### config.mk
export PLATFORM = sky130hd
export DESIGN_NAME = mux_scan_sequencer_flat
export DESIGN_NICKNAME = d
export VERILOG_FILES = /design/src/rtl/mux_scan_sequencer_if.sv /design/src/rtl/mux_scan_sequencer.sv /design/src/flat_wrapper.sv
export SDC_FILE = /design/constraint.sdc
export NUM_CORES = 1
export LEC_CHECK = 0
export CORE_ASPECT_RATIO = 1.5
export CORE_MARGIN = 5
export CORE_UTILIZATION = 59
export DETAILED_ROUTE_END_ITERATION = 16
export PLACE_DENSITY = 0.9
export SLEW_MARGIN = 20
export SYNTH_ARGS = -nofsm -noshare
export SYNTH_HDL_FRONTEND = slang
export SYNTH_SLANG_ARGS = --single-unit
export TNS_END_PERCENT = 100
### constraint.sdc
create_clock -name clk -period 3.6 [get_ports clk]
set_input_delay 0.72 -clock clk [delete_from_list [all_inputs] [get_ports clk]]
set_output_delay 0.72 -clock clk [all_outputs]
set_load 0.03 [all_outputs]
### src/rtl/mux_scan_sequencer_if.sv
// Signal bundle between the scan sequencer, its requester, the downstream lane mux
// and the capture consumer.
interface mux_scan_sequencer_if;
  logic       start;
  logic [5:0] start_idx;
  logic [6:0] count;
  logic [5:0] sel;
  logic [7:0] mux_dout;
  logic [7:0] out_data;
  logic [5:0] out_idx;
  logic       out_valid;
  logic       out_ready;
  logic       busy;
  logic       done;

  modport master (
    output start, start_idx, count, mux_dout, out_ready,
    input  sel, out_data, out_idx, out_valid, busy, done
  );

  modport slave (
    input  start, start_idx, count, mux_dout, out_ready,
    output sel, out_data, out_idx, out_valid, busy, done
  );
endinterface

### src/rtl/mux_scan_sequencer.sv
// Walks a range of lanes through an external 64:1 byte mux, waits MUX_LAT cycles per lane,
// then queues {byte, lane} into a first-word-fall-through output FIFO.
module mux_scan_sequencer #(
  parameter int unsigned MUX_LAT    = 4,
  parameter int unsigned FIFO_DEPTH = 4
) (
  input logic                 clk,
  input logic                 rst_n,
  mux_scan_sequencer_if.slave bus
);
  localparam int unsigned Aw = $clog2(FIFO_DEPTH);
  typedef logic [Aw:0] occ_t;
  localparam occ_t       FullOcc    = occ_t'(FIFO_DEPTH);
  localparam logic [3:0] SettleLast = 4'(MUX_LAT - 1);

  typedef enum logic [1:0] {StIdle, StSettle, StCapture} state_e;

  state_e        state_q, state_d;
  logic [5:0]    cur_idx_q, cur_idx_d;
  logic [6:0]    remaining_q, remaining_d;
  logic [3:0]    settle_cnt_q, settle_cnt_d;

  logic [13:0]   mem_q [FIFO_DEPTH];
  logic [Aw-1:0] wr_ptr_q, wr_ptr_d;
  logic [Aw-1:0] rd_ptr_q, rd_ptr_d;
  occ_t          occ_q, occ_d;

  logic          fifo_valid, fifo_full, push, pop, can_push, done;

  assign fifo_valid = (occ_q != '0);
  assign fifo_full  = (occ_q == FullOcc);
  assign pop        = fifo_valid & bus.out_ready;
  // A pop in the same cycle frees the slot, so a full FIFO can still accept a write.
  assign can_push   = ~fifo_full | pop;

  always_comb begin
    state_d      = state_q;
    cur_idx_d    = cur_idx_q;
    remaining_d  = remaining_q;
    settle_cnt_d = settle_cnt_q;
    push         = 1'b0;
    done         = 1'b0;
    case (state_q)
      StIdle: begin
        if (bus.start && (bus.count != 7'd0)) begin
          cur_idx_d    = bus.start_idx;
          remaining_d  = (bus.count > 7'd64) ? 7'd64 : bus.count;
          settle_cnt_d = 4'd0;
          state_d      = StSettle;
        end
      end
      StSettle: begin
        if (settle_cnt_q == SettleLast) begin
          state_d = StCapture;
        end else begin
          settle_cnt_d = settle_cnt_q + 4'd1;
        end
      end
      StCapture: begin
        if (can_push) begin
          push = 1'b1;
          if (remaining_q == 7'd1) begin
            done        = 1'b1;
            remaining_d = 7'd0;
            state_d     = StIdle;
          end else begin
            remaining_d  = remaining_q - 7'd1;
            cur_idx_d    = cur_idx_q + 6'd1;
            settle_cnt_d = 4'd0;
            state_d      = StSettle;
          end
        end
      end
      default: state_d = StIdle;
    endcase
  end

  always_comb begin
    wr_ptr_d = wr_ptr_q;
    rd_ptr_d = rd_ptr_q;
    occ_d    = occ_q;
    if (push) wr_ptr_d = wr_ptr_q + 1'b1;
    if (pop)  rd_ptr_d = rd_ptr_q + 1'b1;
    case ({push, pop})
      2'b10:   occ_d = occ_q + 1'b1;
      2'b01:   occ_d = occ_q - 1'b1;
      default: occ_d = occ_q;
    endcase
  end

  always_ff @(posedge clk or negedge rst_n) begin
    if (!rst_n) begin
      state_q      <= StIdle;
      cur_idx_q    <= 6'd0;
      remaining_q  <= 7'd0;
      settle_cnt_q <= 4'd0;
      wr_ptr_q     <= '0;
      rd_ptr_q     <= '0;
      occ_q        <= '0;
    end else begin
      state_q      <= state_d;
      cur_idx_q    <= cur_idx_d;
      remaining_q  <= remaining_d;
      settle_cnt_q <= settle_cnt_d;
      wr_ptr_q     <= wr_ptr_d;
      rd_ptr_q     <= rd_ptr_d;
      occ_q        <= occ_d;
    end
  end

  always_ff @(posedge clk) begin
    if (push) mem_q[wr_ptr_q] <= {bus.mux_dout, cur_idx_q};
  end

  // Head is masked while empty so reset shows zeros without clearing the storage.
  assign {bus.out_data, bus.out_idx} = fifo_valid ? mem_q[rd_ptr_q] : 14'd0;
  assign bus.out_valid = fifo_valid;
  assign bus.sel       = cur_idx_q;
  assign bus.busy      = (state_q != StIdle);
  assign bus.done      = done;
endmodule

### src/flat_wrapper.sv
// flat-port wrapper written by rule: the top's interface ports become plain ports
module mux_scan_sequencer_flat 
#(
  parameter int unsigned MUX_LAT    = 4,
  parameter int unsigned FIFO_DEPTH = 4
)
  (clk, rst_n, bus_start, bus_start_idx, bus_count, bus_mux_dout, bus_out_ready, bus_sel, bus_out_data, bus_out_idx, bus_out_valid, bus_busy, bus_done);
  mux_scan_sequencer_if bus_i ();
  input logic clk;
  input logic rst_n;
  input wire logic [$bits(bus_i.start)-1:0] bus_start;
  input wire logic [$bits(bus_i.start_idx)-1:0] bus_start_idx;
  input wire logic [$bits(bus_i.count)-1:0] bus_count;
  input wire logic [$bits(bus_i.mux_dout)-1:0] bus_mux_dout;
  input wire logic [$bits(bus_i.out_ready)-1:0] bus_out_ready;
  output wire logic [$bits(bus_i.sel)-1:0] bus_sel;
  output wire logic [$bits(bus_i.out_data)-1:0] bus_out_data;
  output wire logic [$bits(bus_i.out_idx)-1:0] bus_out_idx;
  output wire logic [$bits(bus_i.out_valid)-1:0] bus_out_valid;
  output wire logic [$bits(bus_i.busy)-1:0] bus_busy;
  output wire logic [$bits(bus_i.done)-1:0] bus_done;
  assign bus_i.start = bus_start;
  assign bus_i.start_idx = bus_start_idx;
  assign bus_i.count = bus_count;
  assign bus_i.mux_dout = bus_mux_dout;
  assign bus_i.out_ready = bus_out_ready;
  assign bus_sel = bus_i.sel;
  assign bus_out_data = bus_i.out_data;
  assign bus_out_idx = bus_i.out_idx;
  assign bus_out_valid = bus_i.out_valid;
  assign bus_busy = bus_i.busy;
  assign bus_done = bus_i.done;
  mux_scan_sequencer #(.MUX_LAT(MUX_LAT), .FIFO_DEPTH(FIFO_DEPTH)) u_core (.clk(clk), .rst_n(rst_n), .bus(bus_i));
endmodule
==> After elaboration in Yosys (flattened, before gate mapping) <==
Memory sizes are Yosys's and may differ from the RTL's.
Cells that the tools add are included.
{ "classes": {"add_sub_neg": 7, "n_mul": 0, "div_mod_pow": 0, "magnitude_cmp": 1, "n_eq_ne": 12, "shifts": 0, "mux": 28, "bitwise_logic": 3, "reduce_logical": 12} }
{ "ops": {"columns": ["cell", "n"], "rows": [
  ["7-bit two-way mux", 4],
  ["6-bit two-way mux", 3],
  ["4-bit two-way mux", 4],
  ["14-bit two-way mux", 1],
  ["7-bit case mux with 2 select lines", 1],
  ["4-bit case mux with 3 select lines", 1],
  ["6-bit case mux with 2 select lines", 1],
  ["1-bit two-way mux", 8],
  ["7-bit by 1-bit == test with 1-bit output, second input constant", 1],
  ["7-bit greater-than comparator, second input constant", 1],
  ["7-bit nonzero test", 1],
  ["7-bit by 1-bit subtractor with 7-bit output, second input constant", 1],
  ["6-bit by 1-bit adder with 6-bit output, second input constant", 1],
  ["2-bit two-way mux", 3],
  ["2-bit by 1-bit inequality test with 1-bit output, second input constant", 3],
  ["2-bit case mux with 3 select lines", 1],
  ["3-bit case mux with 2 select lines", 1],
  ["3-bit AND reduction", 2],
  ["2-bit nonzero test", 3],
  ["3-bit nonzero test", 2],
  ["5-bit AND reduction", 1],
  ["2-bit by 1-bit adder with 2-bit output, second input constant", 2],
  ["4-bit by 1-bit adder with 4-bit output, second input constant", 1],
  ["2-bit by 1-bit == test with 1-bit output, second input constant", 2],
  ["12 further kinds", 14]
]} }
{ "totals": {"regBits": 26, "latchBits": 0, "ramBits": 56, "mem_bits_ro": 0, "in_bits": 25, "out_inout_bits": 23, "wordCells": 71, "memories": 1} }
{ "memory_table": {"columns": ["name", "depth", "width", "rd", "rd_ports_with_merged_regs", "wr", "line_no", "rtl"], "rows": [
  ["u_core.mem_q", 4, 14, 1, 0, 1, "mux_scan_sequencer.sv:23", "logic [13:0] mem_q [FIFO_DEPTH];"]
]} }

==> Logic depth before layout (Yosys ltp) <==
Gate-level depths: netlist of run 1.
{ "logic_depth": {"ltp_word": 7, "ltp_mapped": 10, "mapped_depth_nobuf": 9} }

==> Worst setup path before layout of run 1 <==
Ideal clock, no wire load.
{ "synth_timing": {"path_type": "reg-to-output", "from": "reg u_core.rd_ptr_q[0]", "to": "out bus_out_data[0]", "arrival_ps": 1781, "t_required_ps": 2880, "path_slack_ps": 1099, "path_stages_with_launch": 5, "path_buffers": 2, "path_cell_list": "dfrtp_1 clkbuf_1 buf_2 mux4_2 and2_1"} }
{ "synth_between": {"elab_chain_cells": 2} }
{ "synth_lines": {"columns": ["item", "line_no", "rtl"], "rows": [
  ["from (decl)", "mux_scan_sequencer.sv:25", "logic [Aw-1:0] rd_ptr_q, rd_ptr_d;"],
  ["from (signal assigned)", "mux_scan_sequencer.sv:106", "rd_ptr_q <= rd_ptr_d;"],
  ["memory 4 x 14 bit", null, null],
  ["14-bit two-way mux", "mux_scan_sequencer.sv:116", "assign {bus.out_data, bus.out_idx} = fifo_valid ? mem_q[rd_ptr_q] : 14'd0;"],
  ["to (decl)", "flat_wrapper.sv:17", "output wire logic [$bits(bus_i.out_data)-1:0] bus_out_data;"]
]} }
No other way between the ends.

==> Worst setup path in the final report of run 1 <==
{ "layout_timing": {"from": "reg u_core.remaining_q[3]", "to": "out bus_done"} }
{ "layout_between": {"elab_chain_cells": 4} }
{ "layout_lines": {"columns": ["item", "line_no", "rtl"], "rows": [
  ["from (decl)", "mux_scan_sequencer.sv:20", "logic [6:0] remaining_q, remaining_d;"],
  ["from (signal assigned)", "mux_scan_sequencer.sv:103", "remaining_q <= remaining_d;"],
  ["7-bit by 1-bit == test with 1-bit output", "mux_scan_sequencer.sv:62", "if (remaining_q == 7'd1) begin"],
  ["1-bit two-way mux", "mux_scan_sequencer.sv:62", null],
  ["1-bit two-way mux", "mux_scan_sequencer.sv:60", "if (can_push) begin"],
  ["1-bit two-way mux", "mux_scan_sequencer.sv:43", "case (state_q)"],
  ["to (decl)", "flat_wrapper.sv:21", "output wire logic [$bits(bus_i.done)-1:0] bus_done;"]
]} }
No other way between the ends.

==> metrics.txt, run 1 <==
outcome=finished, final reports clean; slowest CP cell=nor4_1; synth warn=0; NetSw=1420 uW; hpwl dp=5210 um; drt via density=6.09; CP Cell Sequence=nor4_1 -> nand2_1 -> nor2_1 -> clkdlybuf4s50_1; antenna cells=0; max-slew violation count=0; hold_buf cts=0; main combinational cell family by area after synthesis=simple AND/OR/NAND/NOR gates; Post-route DRC=0; Critical Path Sink Type=output pin; prevailing post-synth register cell=edfxtp_1; Crit path max-delay family=simple AND/OR/NAND/NOR gates; I/O Buffers=47; iteration-0 DRC count of the detailed router=132; Adder-Cell Fraction of Synth Area=3.54%; cts repair resizes=0; DRT antenna net count=0; first-pass GRT wire length=12100 um; Hold Crit Class=flop to flop; H-tree depth=3; number of synthesized flops with an enable pin=56; clock sink count=82; non-filler instance count after layout=393; Worst VDD drop=0.435 mV; Placer Congestion=0.890; slowest stage delay, CP=0.74 ns; fmax=304 MHz; Num CTS Buffers=9; compound-gate portion of the synthesized area=8.81%; mux cell area share after synthesis=9.51%; vias in the first global route=2500; P_leak=0.00164 uW; Seq cells post-synth=82; clock root cell=clkbuf_8; syn_nets=294; syn_area_per_cell=14.5 sq um; overall routed net length=7290 um; Slew headroom=40.2%; RSZ-0062 raised after global routing=no; placed cells=377; critical path class=flop to output pin; die outline width=75.1 um; WHS=0.506 ns; Final Power=3750 uW; Area Overhead vs Synth=20.4%; chip height=108 um; Least-Margin Pin Slew=0.891 ns; Seq/Total Area, Yosys=62.2%; final hold vios=0; clock skew=0.00795 ns; endpoints failing setup=0; final instance area=4510 sq um; Req. time, crit path=2.88 ns; via count=2392; Async SR Flop Fraction=31.7%; maxcap violations=0; die area=8080 sq um; fin crit period=3.29 ns; I/O pin count=48; TNS Setup=0 ns; Tcrit/Tclk final=91.4%; Clock power frac=17.3%; GR Overflow Total=0; Cell Rows=35; simple-gate area share of the yosys netlist=12.0%; Logic pwr share=44.0%; Max Fanout on Critical Path=6; CTS Buffer Depth=2; count of different cell masters after synthesis=51; dpl cell area=4310 sq um; largest net degree at the start of global routing=27; switching share of power=37.9%; CTS tree=yes; Starting Density=60.7%; core area=6170 sq um; Post-Syn Area=3750 sq um; Pint=2330 uW; NumNets Final=349; PD cells=831 nW/um^2; clock latency on the worst-skew pair=0.34 ns; worst path bufs/invs=1; initial antenna violation count=0; Post-Synth XOR/XNOR Area=1.40%; Data arrival, critical path=2.57 ns; fillers=406; # Post-CTS Setup Buffers=0; layout cell share with drive strength beyond 1=14.1%; CP startpoint kind=flop; Overall Global Routing Usage=20.4%; DR pass1 iterations=4; Worst-path clk slew=0.08 ns; register share of total power=38.6%; Post-Synthesis Cells=259; routed len/inst=18.5 um
-- power groups by stage --
stage          sequential (uW)  clock [uW]  combinational, uW
4_1_cts                   1450         661               1660
3_5_place_dp              1460           0               1660
2_1_floorplan             1440           0               1090
5_1_grt                   1480         702               1800
6_report                  1450         648               1650
3_3_place_gp              1450           0               1610
-- per-layer routing --
metal,part of all wire [%],global-route usage (%)
met2,53,35.1
met4,2.2,9.03
met3,5.8,4.58
met1,39,23.7
met5,0,0
-- per-stage QoR --
| step | util [%] | setup slack (ns) |
|---|---|---|
| 2_1_floorplan | - | 1.10 |
| 3_3_place_gp | 69.9 | 0.469 |
| 3_5_place_dp | 69.9 | 0.455 |
| 4_1_cts | 73.1 | 0.319 |
| 5_1_grt | 73.1 | 0.174 |
| 6_report | 73.1 | 0.308 |
-- worst paths after layout --
path,start,end,slack [ns],cells after the start
worst min-delay path,u_core.occ_q[2],u_core.occ_q[2],0.51,1
worst max-delay path,u_core.remaining_q[3],bus_done,0.31,4
worst max register to register,u_core.occ_q[0],u_core.occ_q[1],1.29,6
min in group asynchronous,rst_n,u_core.bus.sel[0],0.74,2
worst min register to register,u_core.occ_q[2],u_core.occ_q[2],0.51,1
max in group asynchronous,rst_n,u_core.remaining_q[0],2.61,2
-- worst register-to-register path: stages, from the launching register on --
cell,delay (ns)
dfrtp_1,0.43
or3_1,0.61
and2_1,0.31
ha_1,0.24
inv_1,0.08
fa_1,0.41
o21ai_0,0.16
-- cell usage after synthesis, types with 4 or more instances --
library cell / n / share of area, %
a21oi_1: 5 / 0.67
a22oi_1: 4 / 0.80
and2_1: 16 / 2.7
and3_1: 4 / 0.67
clkbuf_1: 7 / 0.70
dfrtp_1: 26 / 17
edfxtp_1: 56 / 45
ha_1: 9 / 3.0
inv_1: 14 / 1.4
mux4_2: 14 / 8.4
nand2_1: 11 / 1.1
nand3_1: 7 / 0.93
nor2_1: 6 / 0.60
nor2b_1: 4 / 0.67
nor3_1: 4 / 0.53
o21ai_0: 9 / 1.2
o22ai_1: 7 / 1.2
o2bb2ai_1: 6 / 1.4
-- flip-flops by register name, indices dropped and copies added (netlist names) --
signal               cells
u_core.mem_q            56
u_core.remaining_q       7
u_core.bus.sel           6
u_core.settle_cnt_q      4
u_core.occ_q             3
u_core.rd_ptr_q          2
u_core.state_q           2
u_core.wr_ptr_q          2
-- logic make-up after synthesis --
group                      after synthesis
AOI/OAI and AO/OA                       45
xor gates and xnor gates                 6
adders and majority gates               10
buffers and inverters                   23
DFF                                     82
muxes                                   18
and+or+nand+nor                         75
-- area by class of cell --
cell class              instances  area, sq um  share of cell area [%]
flip-flops and latches         82         2330                    51.7
multi-input cells             154         1320                    29.3
inverters                      14         52.6                    1.16
well taps                      74         92.6                    2.05
clock buffers                  12          145                    3.22
clock inverters                 4         52.6                    1.16
repair buffers                 53          515                    11.4
-- placed cells by master (no fill, tap or decap), types with 2 or more instances in the layout --
master and instances:
or3_1 2, xnor2_1 3, clkdlybuf4s50_1 47, o22ai_1 7
buf_4 6, dfrtp_1 26, a32oi_1 2, o2bb2ai_1 6
nand3b_1 2, nand2_1 11, nand2b_1 3, inv_1 14
nor2_1 6, clkinv_4 2, and3_1 4, o21ai_0 9
nor2_4 2, xor2_1 3, clkbuf_1 2, a21oi_1 5
a41oi_1 2, mux4_2 14, and2_1 16, nand3_1 7
ha_1 9, nor3b_1 3, a22oi_1 4, mux2i_1 3
nor4_1 3, nor2b_1 4, nor3_1 4, edfxtp_1 56
clkbuf_8 10
No activity file was read; power rests on OpenSTA's default activity.
==> run 2, diff against run 1 <==
--- a/config.mk
+++ b/config.mk
@@ -8,6 +8,7 @@
 export CORE_ASPECT_RATIO = 1.5
 export CORE_MARGIN = 5
 export CORE_UTILIZATION = 59
+export CTS_BUF_LIST = sky130_fd_sc_hd__clkbuf_4 sky130_fd_sc_hd__clkbuf_8
 export DETAILED_ROUTE_END_ITERATION = 16
 export PLACE_DENSITY = 0.9
 export SLEW_MARGIN = 20
==> run 2 against run 1 <==
  * Non-clock buffer count did not move
  * Critical path depth did not move
  * Final area rose by 0.17%
  * Clock power rose by 2%
  * Die area did not move
  * Combinational power barely moved
  * Via count did not move
  * Sequential cell count did not move
  * Global-route usage did not move
  * Power rose by 0.42%
  * Register-to-register slack barely moved
  * Critical path type unchanged
  * Largest cell class unchanged
  * Largest power group unchanged
==> metrics.txt, run 2 (synthesis gave the netlist of run 1 again) <==
outcome=finished, final reports clean; Worst VDD drop=0.436 mV (+0.37%); CTS tree=yes; clock latency on the worst-skew pair=0.34 ns (about the same); register share of total power=38.5% (about the same); Tcrit/Tclk final=91.4% (unchanged); first-pass GRT wire length=12100 um (unchanged); DRT antenna net count=0 (unchanged); Logic pwr share=43.9% (about the same); PD cells=833 nW/um^2 (+0.25%); GR Overflow Total=0 (unchanged); Req. time, crit path=2.88 ns (about the same); # Post-CTS Setup Buffers=0 (unchanged); Final Power=3760 uW (+0.42%); cts repair resizes=0 (unchanged); clock root cell=clkbuf_8; worst path bufs/invs=1 (unchanged); Starting Density=60.7% (unchanged); fmax=304 MHz (unchanged); H-tree depth=3 (unchanged); iteration-0 DRC count of the detailed router=132 (unchanged); largest net degree at the start of global routing=27 (unchanged); hold_buf cts=0 (unchanged); clock skew=0.00799 ns (+0.0000347 ns); drt via density=6.09 (unchanged); final hold vios=0 (unchanged); I/O pin count=48 (unchanged); Pint=2340 uW (+0.65%); RSZ-0062 raised after global routing=no; I/O Buffers=47 (unchanged); Area Overhead vs Synth=20.6%; slowest CP cell=nor4_1; antenna cells=0 (unchanged); max-slew violation count=0 (unchanged); Most flops, register=u_core.mem_q; die outline width=75.1 um (unchanged); Slew headroom=40.2% (unchanged); Critical Path Sink Type=output pin; layout cell share with drive strength beyond 1=14.7% (+0.63 points); overall routed net length=7290 um (about the same); initial antenna violation count=0 (unchanged); hpwl dp=5210 um (unchanged); Hold Crit Class=flop to flop; P_leak=0.00164 uW (+0.42%); WHS=0.506 ns (unchanged); TNS Setup=0 ns (unchanged); NetSw=1420 uW (about the same); switching share of power=37.8% (-0.14 points); chip height=108 um (unchanged); Max Fanout on Critical Path=6 (unchanged); max reg flops=56 (unchanged); critical path class=flop to output pin; NumNets Final=349 (unchanged); endpoints failing setup=0 (unchanged); vias in the first global route=2500 (unchanged); most frequent cells in the layout=56 x edfxtp_1, 47 x clkdlybuf4s50_1, 26 x dfrtp_1; Placer Congestion=0.890 (unchanged); Least-Margin Pin Slew=0.891 ns (unchanged); CP Cell Sequence=nor4_1 -> nand2_1 -> nor2_1 -> clkdlybuf4s50_1; die area=8080 sq um (unchanged); fin crit period=3.29 ns (unchanged); core area=6170 sq um (unchanged); clock sink count=82 (unchanged); DR pass1 iterations=4 (unchanged); Crit path max-delay family=simple AND/OR/NAND/NOR gates; Overall Global Routing Usage=20.4% (unchanged); Final Core Density=73.2% (+0.12 points); slowest stage delay, CP=0.74 ns (about the same); CP startpoint kind=flop; CTS Buffer Depth=2 (unchanged); Worst-path clk slew=0.08 ns (about the same); via count=2392 (unchanged); Data arrival, critical path=2.57 ns (about the same); Clock power frac=17.6% (+0.3 points); Post-route DRC=0 (unchanged); Cell Rows=35 (unchanged); Num CTS Buffers=9 (unchanged); most common cell after layout, fill and taps aside=edfxtp_1; maxcap violations=0 (unchanged); routed len/inst=18.5 um (about the same)
run 2: layout make-up:
cell class / count / area [sq um]
Clock buffer: 12 / 153
Tap cell: 74 / 92.6
Multi-Input combinational cell: 154 / 1320
Sequential cell: 82 / 2330
Fill cell: 405 / 1660
Clock inverter: 4 / 52.6
Timing Repair Buffer: 53 / 515
Inverter: 14 / 52.6
run 2: metrics by stage:
stage	setup WS, ns	area, sq um	instances
finish	0.308	4520	393
global route	0.174	4520	393
CTS	0.319	4520	393
detailed placement	0.455	4310	377
global placement	0.469	4310	377
floorplan	1.10	3750	259
run 2: path summary, 6_finish.rpt:
check | slack [ns] | to | cells past startpoint | from
max | 0.31 | bus_done | 4 | u_core.remaining_q[3]
min | 0.51 | u_core.occ_q[2] | 1 | u_core.occ_q[2]
max reg2reg | 1.29 | u_core.occ_q[1] | 6 | u_core.occ_q[0]
min reg2reg | 0.51 | u_core.occ_q[2] | 1 | u_core.occ_q[2]
max in group asynchronous | 2.61 | u_core.remaining_q[0] | 2 | rst_n
min in group asynchronous | 0.74 | u_core.bus.sel[0] | 2 | rst_n
run 2: power by group through the flow:
stage / clock (uW) / combinational, uW / sequential, uW
floorplan: 0 / 1090 / 1440
global placement: 0 / 1610 / 1450
detailed placement: 0 / 1660 / 1460
CTS: 677 / 1660 / 1450
global route: 718 / 1800 / 1480
finish: 664 / 1650 / 1450
run 2: metal layers:
metal,vias up,wire (um),global-route usage (%)
li1,1102,-,-
met1,1188,2830,23.7
met2,91,3870,35.1
met3,11,423,4.58
met4,0,159,9.03
met5,-,0,0
